[src/rtl/div_unit.sv]
// Multi-cycle 32-bit DIV/DIVU unit for the EX stage: restoring radix-2, one
// quotient bit per cycle, stalls the pipeline until hi/lo are ready.
module div_unit (
  input  logic        clk,
  input  logic        resetn,
  input  logic        start,
  input  logic        sign,
  input  logic [31:0] dividend,
  input  logic [31:0] divisor,
  input  logic        cancel,
  input  logic        hold,
  output logic        stall_req,
  output logic        done,
  output logic [31:0] hi,
  output logic [31:0] lo
);

  typedef enum logic [1:0] {IDLE, CALC, DONE} state_t;

  state_t      state, state_nxt;
  logic [4:0]  cnt;
  logic [32:0] rem;
  logic [31:0] quo;
  logic [31:0] dvs;
  logic        q_neg, r_neg;

  logic [32:0] rem_shift, rem_diff, rem_nxt;
  logic [31:0] quo_nxt;
  logic        rem_unused;

  // Two's-complement magnitude; 0x80000000 wraps onto itself.
  function automatic logic [31:0] abs_wrap(input logic signed [31:0] v, input logic en);
    logic signed [31:0] m;
    m = (en && v < 0) ? -v : v;
    return $unsigned(m);
  endfunction

  function automatic logic [31:0] neg_if(input logic [31:0] v, input logic en);
    return en ? (~v + 32'd1) : v;
  endfunction

  always_ff @(posedge clk) begin
    if (!resetn) state <= IDLE;
    else         state <= state_nxt;
  end

  always_comb begin
    state_nxt = state;
    if (cancel) begin
      state_nxt = IDLE;
    end else begin
      case (state)
        IDLE:    if (start) state_nxt = CALC;
        CALC:    if (cnt == 5'd31) state_nxt = DONE;
        DONE:    if (!hold) state_nxt = IDLE;
        default: state_nxt = IDLE;
      endcase
    end
  end

  always_comb begin
    done      = (state == DONE);
    stall_req = 1'b0;
    if (resetn && !cancel && ((state == IDLE && start) || state == CALC))
      stall_req = 1'b1;
  end

  // The remainder always stays below the divisor magnitude, so its top bit
  // never feeds the next shift.
  assign rem_unused = rem[32];
  assign rem_shift  = {rem[31:0], quo[31]};
  assign rem_diff   = rem_shift - {1'b0, dvs};
  assign rem_nxt    = rem_diff[32] ? rem_shift : rem_diff;
  assign quo_nxt    = {quo[30:0], ~rem_diff[32]};

  always_ff @(posedge clk) begin
    if (!resetn) begin
      cnt   <= 5'd0;
      rem   <= 33'd0;
      quo   <= 32'd0;
      dvs   <= 32'd0;
      q_neg <= 1'b0;
      r_neg <= 1'b0;
      hi    <= 32'd0;
      lo    <= 32'd0;
    end else if (!cancel) begin
      case (state)
        IDLE: begin
          if (start) begin
            rem   <= 33'd0;
            quo   <= abs_wrap(dividend, sign);
            dvs   <= abs_wrap(divisor, sign);
            q_neg <= sign & (dividend[31] ^ divisor[31]);
            r_neg <= sign & dividend[31];
            cnt   <= 5'd0;
          end
        end
        CALC: begin
          rem <= rem_nxt;
          quo <= quo_nxt;
          cnt <= cnt + 5'd1;
          // Results are captured from the final iteration on the way into DONE.
          if (cnt == 5'd31) begin
            lo <= neg_if(quo_nxt, q_neg);
            hi <= neg_if(rem_nxt[31:0], r_neg);
          end
        end
        default: ;
      endcase
    end
  end

endmodule
[config.mk]
export PLATFORM = sky130hd
export DESIGN_NAME = div_unit
export DESIGN_NICKNAME = d
export VERILOG_FILES = /design/src/rtl/div_unit.sv
export SDC_FILE = /design/constraint.sdc
export NUM_CORES = 1
export LEC_CHECK = 0
export CORE_MARGIN = 3
export CORE_UTILIZATION = 58
export CTS_CLUSTER_SIZE = 14
export DETAILED_ROUTE_END_ITERATION = 16
export GPL_ROUTABILITY_DRIVEN = 0
export PLACE_DENSITY_LB_ADDON = 0.08
export SKIP_CTS_REPAIR_TIMING = 1
export SYNTH_ARGS = -nofsm -noshare
export SYNTH_HDL_FRONTEND = slang
export SYNTH_SLANG_ARGS = --single-unit
[constraint.sdc]
create_clock -name clk -period 6.6 [get_ports clk]
set_clock_uncertainty 0.15 [all_clocks]
set_input_delay 1.32 -clock clk [delete_from_list [all_inputs] [get_ports clk]]
set_output_delay 1.32 -clock clk [all_outputs]
set_load 0.05 [all_outputs]
## Yosys cells after proc, flatten, opt, wreduce, memory -nomap -nowiden

Cells that the tools add are included.

- Add/subtract/negate cells: 6
- Reductions and logical operators: 14
- Muxes and demuxes: 16
- Equality and inequality tests: 6
- Bitwise gates (word level): 8
- $lt $le $gt $ge: 2

Operators with widths:

| cell | count |
|---|---|
| 2-to-1 mux 32 bit | 7 |
| one-hot mux 32 bit (2 select lines) | 2 |
| adder 32 x 1 -> 32 bit (second input constant) | 2 |
| < comparator 32 x 1 -> 1 bit (second input constant) | 2 |
| negation 32 bit | 2 |
| NOT 32 bit | 2 |
| subtractor 33 x 32 -> 33 bit | 1 |
| AND reduction 3 bit | 4 |
| one-hot mux 5 bit (2 select lines) | 1 |
| 2-to-1 mux 2 bit | 3 |
| one-hot mux 2 bit (3 select lines) | 1 |
| adder 5 x 1 -> 5 bit (second input constant) | 1 |
| equality test 5 bit (second input constant) | 1 |
| logical AND 1 bit | 5 |
| 2-to-1 mux 5 bit | 1 |
| != test 2 bit (second input constant) | 2 |
| NOT 1 bit | 3 |
| AND 1 bit | 2 |
| equality test 2 x 1 -> 1 bit (second input constant) | 1 |
| equality test 2 bit (second input constant) | 1 |
| logical NOT 2 bit | 1 |
| != test 2 x 1 -> 1 bit (second input constant) | 1 |
| nonzero test 2 bit | 1 |
| OR reduction 2 bit | 1 |
| other kinds (4) | 4 |

- Output and inout port bits: 66
- Register bits: 169

## Logic depth before layout (Yosys ltp)

Gate-level depths: netlist of the first run.

- Depth after elaboration: 5
- Depth in mapped cells: 27
- Mapped depth without buffers: 24

## Least setup slack after synthesis of the first run

No wires, ideal clock.

- Path kind: register to register
- From: register quo[31]
- To: register hi[30]
- Arrival time: 5.347 ns
- Slack: 0.976 ns
- Stages on the path, launching flop included: 24
- Path buffers: 3
- Data required time: 6.323 ns
- Cell sequence: dfxtp_1 > inv_1 > ha_1 > inv_1 > fa_1 > a211oi_2 > o211ai_2 > nand4_1 > nand2_2 > a32o_1 > nor2_2 > buf_6 > buf_4 > clkbuf_1 > mux2i_1 > ha_1 > inv_1 > nor4_1 > nand2_1 > or4_1 > or4_1 > a211oi_4 > a31oi_1 > or3_1

- Word-level cells in the longest chain between the ends: 5

RTL lines:

| element | line | text |
|---|---|---|
| start: declaration | 23 | `logic [31:0] quo;` |
| start signal: assignment | 91 | `quo <= abs_wrap(dividend, sign);` |
| start signal: assignment | 100 | `quo <= quo_nxt;` |
| subtractor 33 x 32 -> 33 bit | 72 | `assign rem_diff = rem_shift - {1'b0, dvs};` |
| 2-to-1 mux 32 bit (*) | 73 | `assign rem_nxt = rem_diff[32] ? rem_shift : rem_diff;` |
| NOT 32 bit | 39 | `return en ? (~v + 32'd1) : v;` |
| adder 32 x 1 -> 32 bit | 39 |  |
| 2-to-1 mux 32 bit (*) | 39 |  |
| end signal: assignment | 105 | `hi <= neg_if(rem_nxt[31:0], r_neg);` |
| end: declaration | 14 | `output logic [31:0] hi,` |

Mark *: on every way between the ends. The rest lies on a longest branch, timed or not.
A chain may end at the register's enable or synchronous reset.

## Worst setup path in the final report of the first run

Ends and elaborated chain as after synthesis.

==> out/metrics.yaml, run 1 <==
netlist_area_mm2: 0.0122
hold_path_class: "reg2reg"
multi_input_area_mm2: 0.00814
cpMostUsedCell: "inv_1"
cp-start-kind: "flop"
io_pins: 136
yosys.area.top_type: "dfxtp_1"
io_buffer_count: 135
yosys_warnings: 0
slowest_delay_ns: 0.56
die_h_um: 151
slew_viol_final: 0
wl_per_cell_um: 19.0
cts.path.max_buffers: 2
grt_antenna_before_repair: 0
grtUsageMet2_pct: 48.6
cts.htree.levels: 4
n_fill_cell: 1741
grt_use_met1_pct: 46.5
relSlewSlack_pct: 27.7
utilization_pct: 69.2
fmax_ghz: 0.171
vias: 12387
syn_to_final_growth_pct: 16.2
rsz0062_at_grt: "false"
intPower_w: 0.00182
drt-total-wl_um: 37000
cp_max_fo: 7
synth_top_cell_area_share_pct: 27.8
power.share.clock_pct: 38.2
finalSetupViolCount: 0
ant_nets: 0
antenna_cells: 0
drc: 0
drtIter0Drc: 1274
hold-worst-slack_ns: 0.300
cts_buffers: 17
die_w_um: 151
critPathLaunch: "quo[31]$_SDFFE_PN0P_"
ys_seq_area_share_pct: 27.8
clkSinkCount: 169
path_depth: 20
cp_cell_sequence: "inv_1, ha_1, inv_1, fa_1, a211oi_2, o211ai_2, nand4_1, nand2_2, a32o_1, nor2_4, mux2i_1, ha_1, inv_1, nor4_1, nand2_1, or4_1, or4_1, a211oi_4, a31oi_1, or3_1"
drtPass1Iterations: 6
initial_core_util_pct: 59.5
swShare_pct: 32.8
synth_area_leaders: "dfxtp_1 28%, nor2_1 7.3%, a211oi_1 6.0%"
p_comb_share_pct: 21.9
hold_path_startpoint: "hi[9]$_SDFFE_PN0P_"
ir_drop_mv: 0.153
timing.final.crit_period_ns: 5.84
clk_latency_ns: 0.44
num_rows: 52
top_usage_layer: "met2"
synth_edf_count: 0
power.net_switching_w: 0.000887
place_area_mm2: 0.0135
power_density_mw_per_mm2: 191
num-nets-final: 1768
seq_area_mm2: 0.00338
crit_type: "reg2reg"
synth_fp_nets: 1703
synthCells: 1594
max_cap_viol_count: 0
hold_viol_final: 0
gr-usage-met3_pct: 5.09
r2r_start: "quo[31]$_SDFFE_PN0P_"
critPathCaptureType: "flop"
rr_worst_depth: 20
status: "complete, no violations"
final_area_mm2: 0.0141
first_global_vias: 10912
path_clk_slew_ns: 0.07
grt_max_degree: 89
dp_hpwl_um: 27700
place_ws_ns: 0.949
yosys_register_bits: 169
hold_depth: 2
track_usage_pct: 31.6
cp_top_family: "simple AND/OR/NAND/NOR gates"
fin_setup_tns_ns: 0
dieArea_mm2: 0.0227
p_leak_nw: 5.21
setup_slack_ns: 0.764
core-area_mm2: 0.0204
cts_tree: "yes"
critPathBufInv: 3
async_reset_ff_share_pct: 0
ys_types: 98
routed_via_density: 6.38
fin_crit_sh_pct: 88.4
slowest_stage: "or4_1"
tightest_slew_ns: 1.08
gr-total-overflow: 0
worstPathArrival_ns: 6.01
p_seq_share_pct: 40.0
worstPathRequired_ns: 6.77
drive_above_1_share_pct: 6.04
cts_root_buffer: "clkbuf_16"
synth-main-ff-cell: "dfxtp_1"
avgSynthCellArea_um2: 7.63
grt_pass1_wl_um: 57800
[routing by layer]
metal	share of wire, %	vias up
met1	45	5755
met3	8.7	69
li1	-	5980
met2	44	583
met4	2.3	0
met5	0	-
[final timing paths]
| kind | end | slack, ns |
|---|---|---|
| worst max-delay path | hi[30]$_SDFFE_PN0P_ | 0.76 |
| worst min-delay path | hi[9]$_SDFFE_PN0P_ | 0.30 |
| worst max register to register | hi[30]$_SDFFE_PN0P_ | 0.76 |
| worst min register to register | hi[9]$_SDFFE_PN0P_ | 0.30 |
[registers in the layout, summed over array words and instances (netlist names)]
signal / cells
state: 2
r_neg: 1
quo: 32
rem: 32
cnt: 5
lo: 32
q_neg: 1
hi: 32
dvs: 32
[area by class of cell]
class | count | area share [%]
Clock buffer | 17 | 3.01
Clock inverter | 15 | 1.20
Inverter | 61 | 1.64
Multi-Input combinational cell | 1263 | 57.6
Sequential cell | 169 | 23.9
Tap cell | 270 | 2.39
Timing Repair Buffer | 147 | 10.2
[layout by cell type, fill, tap and decap left out, types with 15 or more instances in the layout]
cell,instances
nor3_1,37
or3_1,19
or4_1,17
inv_1,59
clkbuf_16,17
a211oi_1,97
nor2_1,236
a22oi_1,22
clkdlybuf4s50_1,135
nand2_1,96
a31oi_1,20
o21ai_0,84
nand4_1,15
xnor2_1,59
and2_1,15
o31ai_1,25
mux2i_1,22
xor2_1,60
ha_1,38
nand3_1,33
a21oi_1,135
dfxtp_1,169
[cells in the mapped netlist (all sizes together) (5+ instances only)]
library cell	n
a211o	5
or3	19
xor2	60
a21o	13
xnor2	59
o41ai	8
mux2i	22
and4	9
o21a	11
nor4	12
a211oi	101
nand2b	15
buf	23
a22oi	22
nor2	237
or2	8
nand4	15
nand3	33
o21ai	90
inv	61
nand3b	8
o31ai	26
clkbuf	78
dfxtp	169
nor4b	8
a2bb2oi	5
nor3	40
and2	19
or4	18
a31oi	20
nor2b	6
mux2	8
nand2	97
ha	38
o211ai	12
and3	14
a311oi	7
a21oi	140
[metrics by stage]
step | cells | total power, W
2_1_floorplan | 1594 | 0.00150
3_3_place_gp | 1910 | 0.00167
3_5_place_dp | 1910 | 0.00168
4_1_cts | 1942 | 0.00269
5_1_grt | 1942 | 0.00281
6_report | 1942 | 0.00270
[cells by family after synthesis]
family	count (synthesis)	synth area share (%)
AND/OR/NAND/NOR	566	22.8
AO/OA/AOI/OAI	509	28.7
adder cells (fa/ha/maj)	39	4.07
multiplexers	30	2.55
buffers and inverters	162	5.45
XOR/XNOR	119	8.57
flip-flops	169	27.8
[power by group through the flow]
| stage | combinational (W) | clock [W] | sequential (W) |
|---|---|---|---|
| after floorplan | 0.000414 | 0 | 0.00109 |
| after detailed placement | 0.000574 | 0 | 0.00110 |
| after global routing | 0.000645 | 0.00108 | 0.00108 |
| final | 0.000591 | 0.00103 | 0.00108 |
| after global placement | 0.000565 | 0 | 0.00110 |
| after CTS | 0.000578 | 0.00104 | 0.00108 |
[worst reg2reg max path, stage by stage, from the launching register on]
cell and delay (ns):
dfxtp_1 0.34, inv_1 0.08, ha_1 0.17, inv_1 0.05, fa_1 0.43, a211oi_2 0.33
o211ai_2 0.17, nand4_1 0.19, nand2_2 0.12, a32o_1 0.31, nor2_4 0.20, mux2i_1 0.30
ha_1 0.22, inv_1 0.07, nor4_1 0.53, nand2_1 0.16, or4_1 0.56, or4_1 0.48
a211oi_4 0.40, a31oi_1 0.13, or3_1 0.36
Note: power is estimated with default switching activity, not from simulation.
==> run 2, diff against run 1 <==
MAX_ROUTING_LAYER = met4   (was unset)
SLEW_MARGIN = 40   (was unset)
==> run 2 against run 1 <==
Net effect: die area stayed put; wire length down 1.2%; non-clock buffer count increased by 1; worst setup slack got worse by 0.036 ns; maximum frequency decreased by 0.61%; clock-buffer cell count unchanged; largest cell class unchanged; highest routed layer unchanged; utilization increased by 0.055 points; combinational power hardly changed; global-route usage increased by 0.84 points; register-to-register slack got worse by 0.04 ns.
==> out/metrics.yaml, run 2 (synthesis gave the netlist of run 1 again) <==
cts_root_buffer: "clkbuf_16"
hold_path_class: "reg2reg"
power_density_mw_per_mm2: 188  # -1.7%
worstPathArrival_ns: 6.04  # +0.03 ns
grt_antenna_before_repair: 0  # unchanged
p_leak_nw: 5.21  # about the same
critPathCaptureType: "flop"
die_w_um: 151  # unchanged
drc: 0  # unchanged
gr-usage-met3_pct: 5.60  # +0.51 points
r2r_start: "quo[31]$_SDFFE_PN0P_"
final_area_mm2: 0.0141  # about the same
cp_top_family: "simple AND/OR/NAND/NOR gates"
rsz0062_at_grt: "false"
fin_setup_tns_ns: 0  # unchanged
drtIter0Drc: 1236  # -3.0%
hold-worst-slack_ns: 0.302  # +0.00210 ns
slew_viol_final: 0  # unchanged
slowest_delay_ns: 0.56  # about the same
syn_to_final_growth_pct: 16.3  # about the same
num_rows: 52  # unchanged
grtUsageMet2_pct: 47.8  # -0.71 points
path_clk_slew_ns: 0.07  # about the same
tightest_slew_ns: 0.797  # -0.287 ns
status: "complete, no violations"
dp_hpwl_um: 27600  # -0.34%
seq_area_mm2: 0.00338  # about the same
worstPathRequired_ns: 6.77  # about the same
cts.htree.levels: 4  # unchanged
finalSetupViolCount: 0  # unchanged
rr_worst_depth: 20  # unchanged
rrSetupSlack_ns: 0.73  # -0.04 ns
ant_nets: 0  # unchanged
critPathBufInv: 3  # unchanged
cts_buffers: 17  # unchanged
antenna_cells: 0  # unchanged
grt_max_degree: 89  # unchanged
grt_use_met1_pct: 46.4  # -0.056 points
cts_tree: "yes"
io_buffer_count: 135  # unchanged
die_h_um: 151  # unchanged
fmax_ghz: 0.170  # -0.61%
io_pins: 136  # unchanged
n_fill_cell: 1760  # +1.1%
drt-total-wl_um: 36500  # -1.2%
hold_viol_final: 0  # unchanged
clkSinkCount: 169  # unchanged
drive_above_1_share_pct: 6.22  # +0.18 points
layout_common_cells: "236 x nor2_1, 168 x dfxtp_1, 135 x a21oi_1, 135 x clkdlybuf4s50_1, 97 x a211oi_1"
max_cap_viol_count: 0  # unchanged
first_global_vias: 10757  # -1.4%
top_usage_layer: "met2"
drtPass1Iterations: 6  # unchanged
r2r_end: "hi[30]$_SDFFE_PN0P_"
timing.final.crit_period_ns: 5.87  # +0.0356 ns
num-nets-final: 1769  # +0.057%
relSlewSlack_pct: 46.9  # +19 points
hold_depth: 2  # unchanged
grt_pass1_wl_um: 57500  # -0.55%
cp_cell_sequence: "inv_1, ha_1, inv_1, fa_1, a211oi_2, o211ai_2, nand4_1, nand2_2, a32o_1, nor2_4, mux2i_1, ha_1, inv_1, nor4_1, nand2_1, or4_1, or4_1, a211oi_4, a31oi_1, or3_1"
cts.path.max_buffers: 2  # unchanged
routed_via_density: 6.32  # -0.96%
place_area_mm2: 0.0135  # +0.11%
initial_core_util_pct: 59.5  # unchanged
fin_crit_sh_pct: 89.0  # +0.54 points
track_usage_pct: 32.5  # +0.84 points
hold_path_startpoint: "hi[7]$_SDFFE_PN0P_"
layout_commonest_cell: "nor2_1"
slowest_stage: "or4_1"
ir_drop_mv: 0.156  # +1.8%
crit_type: "reg2reg"
core-area_mm2: 0.0204  # unchanged
vias: 12275  # -0.90%
wl_per_cell_um: 18.8  # -1.2%
gr-total-overflow: 0  # unchanged
dieArea_mm2: 0.0227  # unchanged
cp_max_fo: 7  # unchanged
cp-start-kind: "flop"
cpMostUsedCell: "inv_1"
multi_input_area_mm2: 0.00815  # +0.15%
clk_latency_ns: 0.44  # about the same
min_to: "hi[7]$_SDFFE_PN0P_"
finalPower_w: 0.00266  # -1.6%
[run 2: how the worst max path moves through the flow]
stage	from	to	slack, ns	cells past startpoint
after detailed placement	quo[31]$_SDFFE_PN0P_	hi[30]$_SDFFE_PN0P_	0.96	20
after global routing	quo[31]$_SDFFE_PN0P_	hi[30]$_SDFFE_PN0P_	0.33	23
after floorplan	quo[31]$_SDFFE_PN0P_	hi[30]$_SDFFE_PN0P_	0.98	23
final	quo[31]$_SDFFE_PN0P_	hi[30]$_SDFFE_PN0P_	0.73	20
after CTS	quo[31]$_SDFFE_PN0P_	hi[30]$_SDFFE_PN0P_	0.88	20
after global placement	quo[31]$_SDFFE_PN0P_	hi[30]$_SDFFE_PN0P_	1.06	20
[run 2: routing by layer]
metal / vias to the layer above / part of all wire (%)
met4: 0 / 2.4
met1: 5686 / 46
li1: 5970 / -
met5: - / 0
met3: 75 / 8.3
met2: 544 / 44
[run 2: layout make-up]
| cell class | count | share of cell area (%) |
|---|---|---|
| inverters | 61 | 1.64 |
| repair buffers | 148 | 10.3 |
| clock buffers | 17 | 3.01 |
| multi-input cells | 1263 | 57.6 |
| well taps | 270 | 2.39 |
| clock inverters | 15 | 1.08 |
| flip-flops and latches | 169 | 23.9 |
[run 2: worst reg2reg max path: stages, from the launching register on]
cell      delay, ns
dfxtp_1        0.34
inv_1          0.08
ha_1           0.17
inv_1          0.05
fa_1           0.43
a211oi_2       0.33
o211ai_2       0.18
nand4_1        0.19
nand2_2        0.12
a32o_1         0.31
nor2_4         0.20
mux2i_1        0.30
ha_1           0.22
inv_1          0.07
nor4_1         0.53
nand2_1        0.16
or4_1          0.56
or4_1          0.47
a211oi_4       0.41
a31oi_1        0.14
or3_1          0.36
[run 2: where the power goes]
group,internal [W],switching (W),total (W)
Combinational,0.000226,0.000364,0.000591
Sequential,0.00105,0.0000327,0.00108
Clock,0.000505,0.000484,0.000990
[run 2: through the flow]
| stage | utilization (%) | setup WS (ns) | std cells |
|---|---|---|---|
| after CTS | 69.1 | 0.878 | 1942 |
| after floorplan | - | 0.976 | 1594 |
| after detailed placement | 66.3 | 0.956 | 1910 |
| after global placement | 66.2 | 1.06 | 1910 |
| after global routing | 69.2 | 0.328 | 1943 |
| final | 69.2 | 0.728 | 1943 |
